<file path="config.mk">
export PLATFORM = sky130hd
export DESIGN_NAME = xy_route_arbiter
export DESIGN_NICKNAME = d
export VERILOG_FILES = /design/src/rtl/xy_route_arbiter.sv
export SDC_FILE = /design/constraint.sdc
export NUM_CORES = 1
export LEC_CHECK = 0
export BUFFER_PORTS_ARGS = -buffer_cell sky130_fd_sc_hd__buf_2
export CAP_MARGIN = 20
export CORE_AREA = 4 4 252 254
export DETAILED_ROUTE_END_ITERATION = 12
export DIE_AREA = 0 0 256 258
export SYNTH_ARGS = -nofsm -noshare
export SYNTH_HDL_FRONTEND = slang
export SYNTH_SLANG_ARGS = --single-unit
</file>
<file path="constraint.sdc">
create_clock -name clk -period 3.8 [get_ports clk]
set_input_delay 0.38 -clock clk [delete_from_list [all_inputs] [get_ports clk]]
set_output_delay 0.38 -clock clk [all_outputs]
set_load 0.05 [all_outputs]
</file>
<file path="src/rtl/xy_route_arbiter.sv">
`default_nettype none
// ============================================================================
// Module      : xy_route_arbiter
// Description : Switch stage of one mesh node. Reads the five input-queue
//               heads, computes each head's XY dimension-order output port,
//               round-robin arbitrates per output port, pops the winning
//               queue and registers the packet toward the neighbour queue.
//               Sustains one packet per output port per cycle.
//
// Ports       : clk        clock
//               rst_n      asynchronous active-low reset
//               in_data    5 queue heads, slice i = in_data[i*PL +: PL]
//               in_shift   pop strobe to queue i (combinational, same cycle)
//               out_data   5 registered output slots, slice o = out_data[o*PL +: PL]
//               out_avail  downstream queue o can capture on this edge
//
// Port index  : 0=Local 1=North 2=East 3=South 4=West
// Packet      : bit 0 valid, bits COORD_W..1 dest X, bits 2*COORD_W..COORD_W+1
//               dest Y, remaining bits payload (passed through untouched)
//
// Revision    : 1.0 - initial release
// ============================================================================
module xy_route_arbiter #(
    parameter int PL      = 64,
    parameter int COORD_W = 2,
    parameter int X_POS   = 0,
    parameter int Y_POS   = 0
) (
    input  logic            clk,
    input  logic            rst_n,
    input  logic [5*PL-1:0] in_data,
    output logic [4:0]      in_shift,
    output logic [5*PL-1:0] out_data,
    input  logic [4:0]      out_avail
);

    localparam logic [2:0]         c_port_local = 3'd0;
    localparam logic [2:0]         c_port_north = 3'd1;
    localparam logic [2:0]         c_port_east  = 3'd2;
    localparam logic [2:0]         c_port_south = 3'd3;
    localparam logic [2:0]         c_port_west  = 3'd4;
    localparam logic [2:0]         c_rr_reset   = 3'd4;
    localparam logic [COORD_W-1:0] c_x_pos      = COORD_W'(X_POS);
    localparam logic [COORD_W-1:0] c_y_pos      = COORD_W'(Y_POS);

    logic [PL-1:0]   w_heads [5];
    logic [4:0]      w_head_valid;
    logic [4:0][2:0] w_route;
    logic [4:0][4:0] w_gnt_mat;     // [output][input] one-hot grants

    // ------------------------------------------------------------------
    // Per-input XY route computation (unsigned compares)
    // ------------------------------------------------------------------
    generate
        for (genvar i = 0; i < 5; i++) begin : g_in
            logic [COORD_W-1:0] w_dest_x;
            logic [COORD_W-1:0] w_dest_y;
            logic [2:0]         w_sel;

            assign w_heads[i]      = in_data[i*PL +: PL];
            assign w_head_valid[i] = in_data[i*PL];
            assign w_dest_x        = in_data[i*PL+1 +: COORD_W];
            assign w_dest_y        = in_data[i*PL+1+COORD_W +: COORD_W];

            // X is resolved fully before Y is considered.
            always_comb begin
                w_sel = c_port_local;
                if (w_dest_x > c_x_pos)      w_sel = c_port_east;
                else if (w_dest_x < c_x_pos) w_sel = c_port_west;
                else if (w_dest_y > c_y_pos) w_sel = c_port_south;
                else if (w_dest_y < c_y_pos) w_sel = c_port_north;
            end

            assign w_route[i] = w_sel;
        end
    endgenerate

    // ------------------------------------------------------------------
    // Per-output arbitration and output slot register
    // ------------------------------------------------------------------
    generate
        for (genvar o = 0; o < 5; o++) begin : g_out
            logic [PL-1:0] r_slot;
            logic [2:0]    r_rr;        // last granted input, 0..4
            logic [4:0]    w_req;
            logic          w_slot_free;
            logic          w_gnt_any;
            logic [2:0]    w_gnt_idx;

            always_comb begin
                for (int i = 0; i < 5; i++) begin
                    w_req[i] = w_head_valid[i] && (w_route[i] == 3'(o));
                end
            end

            // The slot can take a new packet if it is empty or is being
            // drained by the downstream queue on this same edge.
            assign w_slot_free = !r_slot[0] || out_avail[o];

            // Scan from lowest to highest priority (rr+5 down to rr+1) so
            // the highest-priority requester is the last one written.
            always_comb begin
                logic [3:0] w_cand;
                w_gnt_any = 1'b0;
                w_gnt_idx = r_rr;
                w_cand    = 4'd0;
                for (int k = 5; k >= 1; k--) begin
                    w_cand = {1'b0, r_rr} + 4'(k);
                    if (w_cand >= 4'd5) begin
                        w_cand = w_cand - 4'd5;
                    end
                    if (w_req[w_cand[2:0]]) begin
                        w_gnt_any = 1'b1;
                        w_gnt_idx = w_cand[2:0];
                    end
                end
                if (!w_slot_free) begin
                    w_gnt_any = 1'b0;
                end
            end

            assign w_gnt_mat[o] = w_gnt_any ? (5'b00001 << w_gnt_idx) : 5'b00000;

            always_ff @(posedge clk or negedge rst_n) begin
                if (!rst_n) begin
                    r_slot <= '0;
                    r_rr   <= c_rr_reset;
                end else if (w_gnt_any) begin
                    r_slot <= w_heads[w_gnt_idx];
                    r_rr   <= w_gnt_idx;
                end else if (out_avail[o]) begin
                    // Accepted (or already empty) with nothing new to load.
                    r_slot <= '0;
                end
            end

            assign out_data[o*PL +: PL] = r_slot;
        end
    endgenerate

    // Each input requests exactly one output, so at most one grant per
    // input; the OR only gathers it. Held low throughout reset.
    always_comb begin
        in_shift = 5'b00000;
        if (rst_n) begin
            for (int o = 0; o < 5; o++) begin
                in_shift = in_shift | w_gnt_mat[o];
            end
        end
    end

endmodule
`default_nettype wire

</file>
# After elaboration in Yosys (flattened, before gate mapping)
# Index checks and enable logic that the tools add are counted.
[totals]
rom_bits = 0
input_bits = 327
ramBits = 0
output_inout_bits = 325
reg_bits = 335
elab_cells = 395
n_memories = 0
latchBits = 0
[classes]
shift = 5
n_mux = 181
reduce_logical = 45
div_mod_pow = 0
n_lt_le_gt_ge = 75
n_eq_ne = 20
multipliers = 0
bitwise_logic = 9
add_sub_neg = 50
[op_table]
columns = ["cell", "n"]
rows = [
  ["64-bit 2-to-1 mux", 20],
  ["64-bit binary-select mux with 3-bit select", 5],
  ["3-bit 2-to-1 mux", 61],
  ["4-bit by 3-bit >= comparator with 1-bit output (second input constant)", 25],
  ["3-bit by 4-bit less-than comparator with 1-bit output (second input constant)", 25],
  ["1-bit binary-select mux with 3-bit select", 25],
  ["3-bit subtractor (second input constant)", 25],
  ["1-bit 2-to-1 mux", 60],
  ["3-bit by 2-bit adder with 4-bit output (second input constant)", 10],
  ["3-bit by 3-bit adder with 4-bit output (second input constant)", 10],
  ["3-bit by 2-bit == test with 1-bit output (second input constant)", 10],
  ["5-bit 2-to-1 mux", 6],
  ["1-bit logical AND", 25],
  ["1-bit by 3-bit left shift with 5-bit output (first input constant)", 5],
  ["3-bit by 1-bit adder with 4-bit output (second input constant)", 5],
  ["4-bit >= comparator (second input constant)", 5],
  ["2-bit by 1-bit greater-than comparator with 1-bit output (second input constant)", 10],
  ["2-bit by 1-bit less-than comparator with 1-bit output (second input constant)", 10],
  ["3-bit inverter with 4-bit output", 5],
  ["5-bit bitwise OR", 4],
  ["3-bit by 1-bit == test with 1-bit output (second input constant)", 5],
  ["3-bit == test (second input constant)", 5],
  ["3-bit logical NOT", 5],
  ["2-bit nonzero test", 5],
  ["3 further kinds", 14],
]

# Longest topological paths before layout
[logic_depth]
ltp_word = 21
mapped_depth = 18
ltp_nobuf = 14

# Worst setup path after synthesis
# No wires, ideal clock.
[synth_path]
path_type = "flip-flop to output port"
start = "register g_out[2].r_rr[2]"
end = "output port in_shift[3]"
arrival_ns = 4.572
setup_slack_ns = -1.152
n_path_buf = 3
t_required_ns = 3.420
stages_incl_launch_ff = 15
path_cell_list = "dfstp_2 buf_2 inv_1 ha_1 or3b_2 a211oi_2 mux2_2 o41ai_1 nor3b_1 or4b_1 o211ai_2 buf_4 buf_2 nand3b_1 a31oi_1"
[synth_between]
elab_chain_len = 16
word_cells_on_any_way = 47
cone_classes = "add/sub (10); order compare (5); shift (1); mux (28); bitwise (3)"
[synth_lines]
columns = ["element", "line_no", "source"]
rows = [
  ["start: declaration", "84", "logic [2:0] r_rr;"],
  ["start signal: assignment", "127", "r_rr <= c_rr_reset;"],
  ["start signal: assignment", "130", "r_rr <= w_gnt_idx;"],
  ["3-bit by 3-bit adder with 4-bit output", "108", "w_cand = {1'b0, r_rr} + 4'(k);"],
  ["4-bit by 3-bit >= comparator with 1-bit output or 3-bit subtractor (tied branches)", "109, 110", ""],
  ["3-bit 2-to-1 mux", "109", "if (w_cand >= 4'd5) begin"],
  ["1-bit binary-select mux with 3-bit select", "112", "if (w_req[w_cand[2:0]]) begin"],
  ["1-bit 2-to-1 mux (not written as such)", "112", ""],
  ["3-bit 2-to-1 mux or 1-bit 2-to-1 mux (tied branches) (5 in series)", "112", ""],
  ["1-bit by 3-bit left shift with 5-bit output or 1-bit 2-to-1 mux (tied branches)", "122, 117", ""],
  ["5-bit 2-to-1 mux (*)", "122", "assign w_gnt_mat[o] = w_gnt_any ? (5'b00001 << w_gnt_idx) : 5'b00000;"],
  ["5-bit bitwise OR (*) (3 in series)", "147", "in_shift = in_shift | w_gnt_mat[o];"],
  ["5-bit 2-to-1 mux (*)", "145", "if (rst_n) begin"],
  ["end: declaration", "32", "output logic [4:0] in_shift,"],
]
# Mark *: on every way between the ends. The rest lies on a longest branch, timed or not. The select of a mux whose other input is x is not followed.

# Worst setup path after layout
# Same ends and word-level chain as after synthesis.

==> results.md <==
- Status: complete, but fails checks
- Violations in the final reports: negative setup slack
- Start point of the critical path: g_out[2].r_rr[2]
- Endpoints failing setup: 68
- Asr flop ratio synth: 100%
- Share of the yosys chip area belonging to registers: 32.6%
- Leading area contributor after synthesis: sky130_fd_sc_hd__dfrtp_1
- Most numerous cell types in the synthesized netlist: sky130_fd_sc_hd__mux2i_1, sky130_fd_sc_hd__dfrtp_1, sky130_fd_sc_hd__a21oi_1, sky130_fd_sc_hd__a22oi_1, sky130_fd_sc_hd__clkbuf_1
- Kind of end point of the critical path: primary output
- Setup repair after global routing missed its margin: true
- Routed vias/inst: 5.87
- Number of antenna violations at the first check in global routing: 18
- Slack of the critical path: -584 ps
- Length of the first detailed-routing pass in iterations: 6
- Post-synthesis sequential element count: 265
- Wire length of the first global-routing pass: 137 mm
- CTS buffer count: 35
- Die area: 66000 µm²
- Number of clock sinks seen by CTS: 265
- Area of the core region: 61300 µm²
- Die span in x: 256 µm
- Count of maximum capacitance violations: 0
- Finished Cell Area: 29100 µm²
- Met1 track demand over resource: 31.6%
- Arrival time of the worst setup path: 4000 ps
- Portion of the clock cycle consumed by the worst path in the final layout: 115%
- H-tree level count: 2
- Grt peak-use layer: met2
- Wirelength, routed: 91.8 mm
- Total DRC errors in the routed layout: 0
- Prevailing post-synth register cell: sky130_fd_sc_hd__dfrtp_1
- Final Slew Violations: 0
- CTS tree: built
- Final clock skew: 18.0 ps
- Critical hold path startpoint: in_data[290]
- Synthesized instance count: 2131
- Vertical die dimension: 258 µm
- WS Path Type: reg -> out
- Critical path peak fanout: 5
- Total global routing track utilization: 26.2%
- Growth of design area from synthesis to finish: 43.2%
- Initial cell density of the core: 33.2%
- Worst path max stage delay: 570 ps
- Shortest period the worst path allows: 4380 ps
- Maximum root-to-sink buffer count: 3
- Startpoint kind of the worst setup timing path: flop
- Portion of synthesized cell area occupied by the leading cell type: 32.2%
- Final HPWL from detailed placement: 63.6 mm
- Global placer's final weighted congestion: 0.915
- DRT antenna net count: 0
- Largest net degree at the start of global routing: 160
- Critical-path cell with the highest stage delay: sky130_fd_sc_hd__dfstp_2
- Root Buffer: sky130_fd_sc_hd__clkbuf_16
- Yosys synthesis warning count: 0
- I/O Buffers: 586
- Biggest area contributors in the synthesized netlist: sky130_fd_sc_hd__dfrtp_1, sky130_fd_sc_hd__mux2i_1, sky130_fd_sc_hd__a22oi_1, sky130_fd_sc_hd__o221ai_2, sky130_fd_sc_hd__a21oi_1
- Clock transition at the registers of the reported paths: 70 ps
- Routed len/inst: 24.6 µm
- Total Nets Final: 3274
- Reg-to-reg critical path startpoint: g_out[2].r_rr[2]
- Top-level port count: 652
- Vias in the first global route: 22700
- Cell breakdown of the critical path: clkinv_4 > ha_4 > or3b_4 > a211oi_4 > mux2_4 > o41ai_4 > nor3b_2 > or4b_4 > o211ai_4 > nand3b_1 > a31oi_4 > buf_6
- Standard-cell rows: 91
- Most numerous cell in the Yosys netlist: sky130_fd_sc_hd__mux2i_1
- Worst min path class: in -> reg
- GR Layer Usage met3: 7.23%
- Required arrival time at the worst endpoint: 3420 ps
- Transition time of the tightest slew-check pin: 941 ps
- Number of violations reported at the end of detailed-routing iteration 0: 1902
- Hold Vio Cnt, Final: 0
- Area of the mapped netlist: 20400 µm²
- Fmax achieved: 228 MHz
- Insertion delay to the later sink of the worst-skew pair: 540 ps
- Total congestion overflow after global routing: 0
- Distinct cells, synth: 94
- Avg Cell Area, Syn: 9.55 µm²
- Layout cell share with drive strength beyond 1: 42.9%
- Relative slew slack: 37.3%
- Area post-placement: 25600 µm²
- Met2 demand-to-capacity share in global routing: 44.0%
- Count of flip-flops with a built-in enable after synthesis: 0
- Routed via count: 21900
-- registers in the layout (all words and copies together) (netlist names) --
name,count
g_out.r_rr,9
g_out.r_slot,256
-- routing by layer --
metal	vias to the layer above	part of all wire, %
met4	16	4.4
met1	10700	39
met2	1281	47
met3	313	8.8
li1	9625	-
met5	-	0.10
-- per-stage QoR --
step	TNS, ps	instances	worst slack [ps]	hold WS (ps)	util [%]
after detailed placement	-18000	3565	-278	329	41.9
after global routing	-21570	3735	-738	93.8	47.6
final	-13860	3735	-584	122	47.6
after global placement	-4960	3565	-191	327	41.9
after CTS	-26790	3707	-606	81.1	46.3
after floorplan	-541	2194	-174	84.4	-
-- repair_timing --
item                       CTS  global route
gates cloned                14             0
gates resized for setup    151           137
hold endpoints to repair    45             0
setup endpoints to repair  184           190
pin swaps                   90           114
hold buffers                 1             0
buffers inserted            63            36
-- layout make-up --
type	instances	area, µm²
Clock buffer	46	988
Antenna cell	5	12.5
Tap cell	790	988
Fill cell	5699	32100
Multi-Input combinational cell	1589	13300
Clock inverter	18	225
Timing Repair Buffer	940	6680
Inverter	82	330
Sequential cell	265	6640
-- layout by cell type (no fill, tap or decap), drive strengths merged, types with 24 or more instances in the layout --
cell type,instances
a22oi,127
nand2,95
inv,81
a21oi,157
conb,64
o21ai,96
o22ai,70
a32o,64
mux2i,321
nor3,24
ha,31
clkbuf,47
o221ai,123
nor2,34
o21a,63
nor2b,83
dfrtp,262
buf,937
-- kinds of logic (layout without fill, tap and decap cells) --
kind of cell | Yosys count | in the layout | synth area share (%)
adders and majority gates | 34 | 34 | 2.20
other | 1 | 69 | 0.0184
muxes | 331 | 331 | 16.5
buffers and inverters | 340 | 1086 | 8.99
AOI/OAI and AO/OA | 797 | 797 | 30.0
xor gates and xnor gates | 7 | 7 | 0.301
and+or+nand+nor | 356 | 356 | 9.47
DFF | 265 | 265 | 32.6
-- final timing paths --
check                                      end  slack, ps  cells past startpoint
max                                in_shift[3]       -580                     12
min                        g_out[3].r_slot[34]        120                      3
max reg2reg                g_out[2].r_slot[38]       -280                     16
min reg2reg                 g_out[3].r_slot[2]        490                      1
max in group asynchronous     g_out[3].r_rr[1]       2080                      3
min in group asynchronous  g_out[3].r_slot[11]        360                      2
-- critical path: cells and delay by family, from the launching register on --
kind,cells,cell delay (ps)
AND/OR/NAND/NOR,4,1230
multiplexers,1,350
buffers and inverters,2,260
flip-flops,1,570
AO/OA/AOI/OAI,4,900
adder cells (fa/ha/maj),1,150
Power is left out: the tool's default activity adds up to more than one toggle a clock period on the data nets, which glitch-free logic cannot reach.
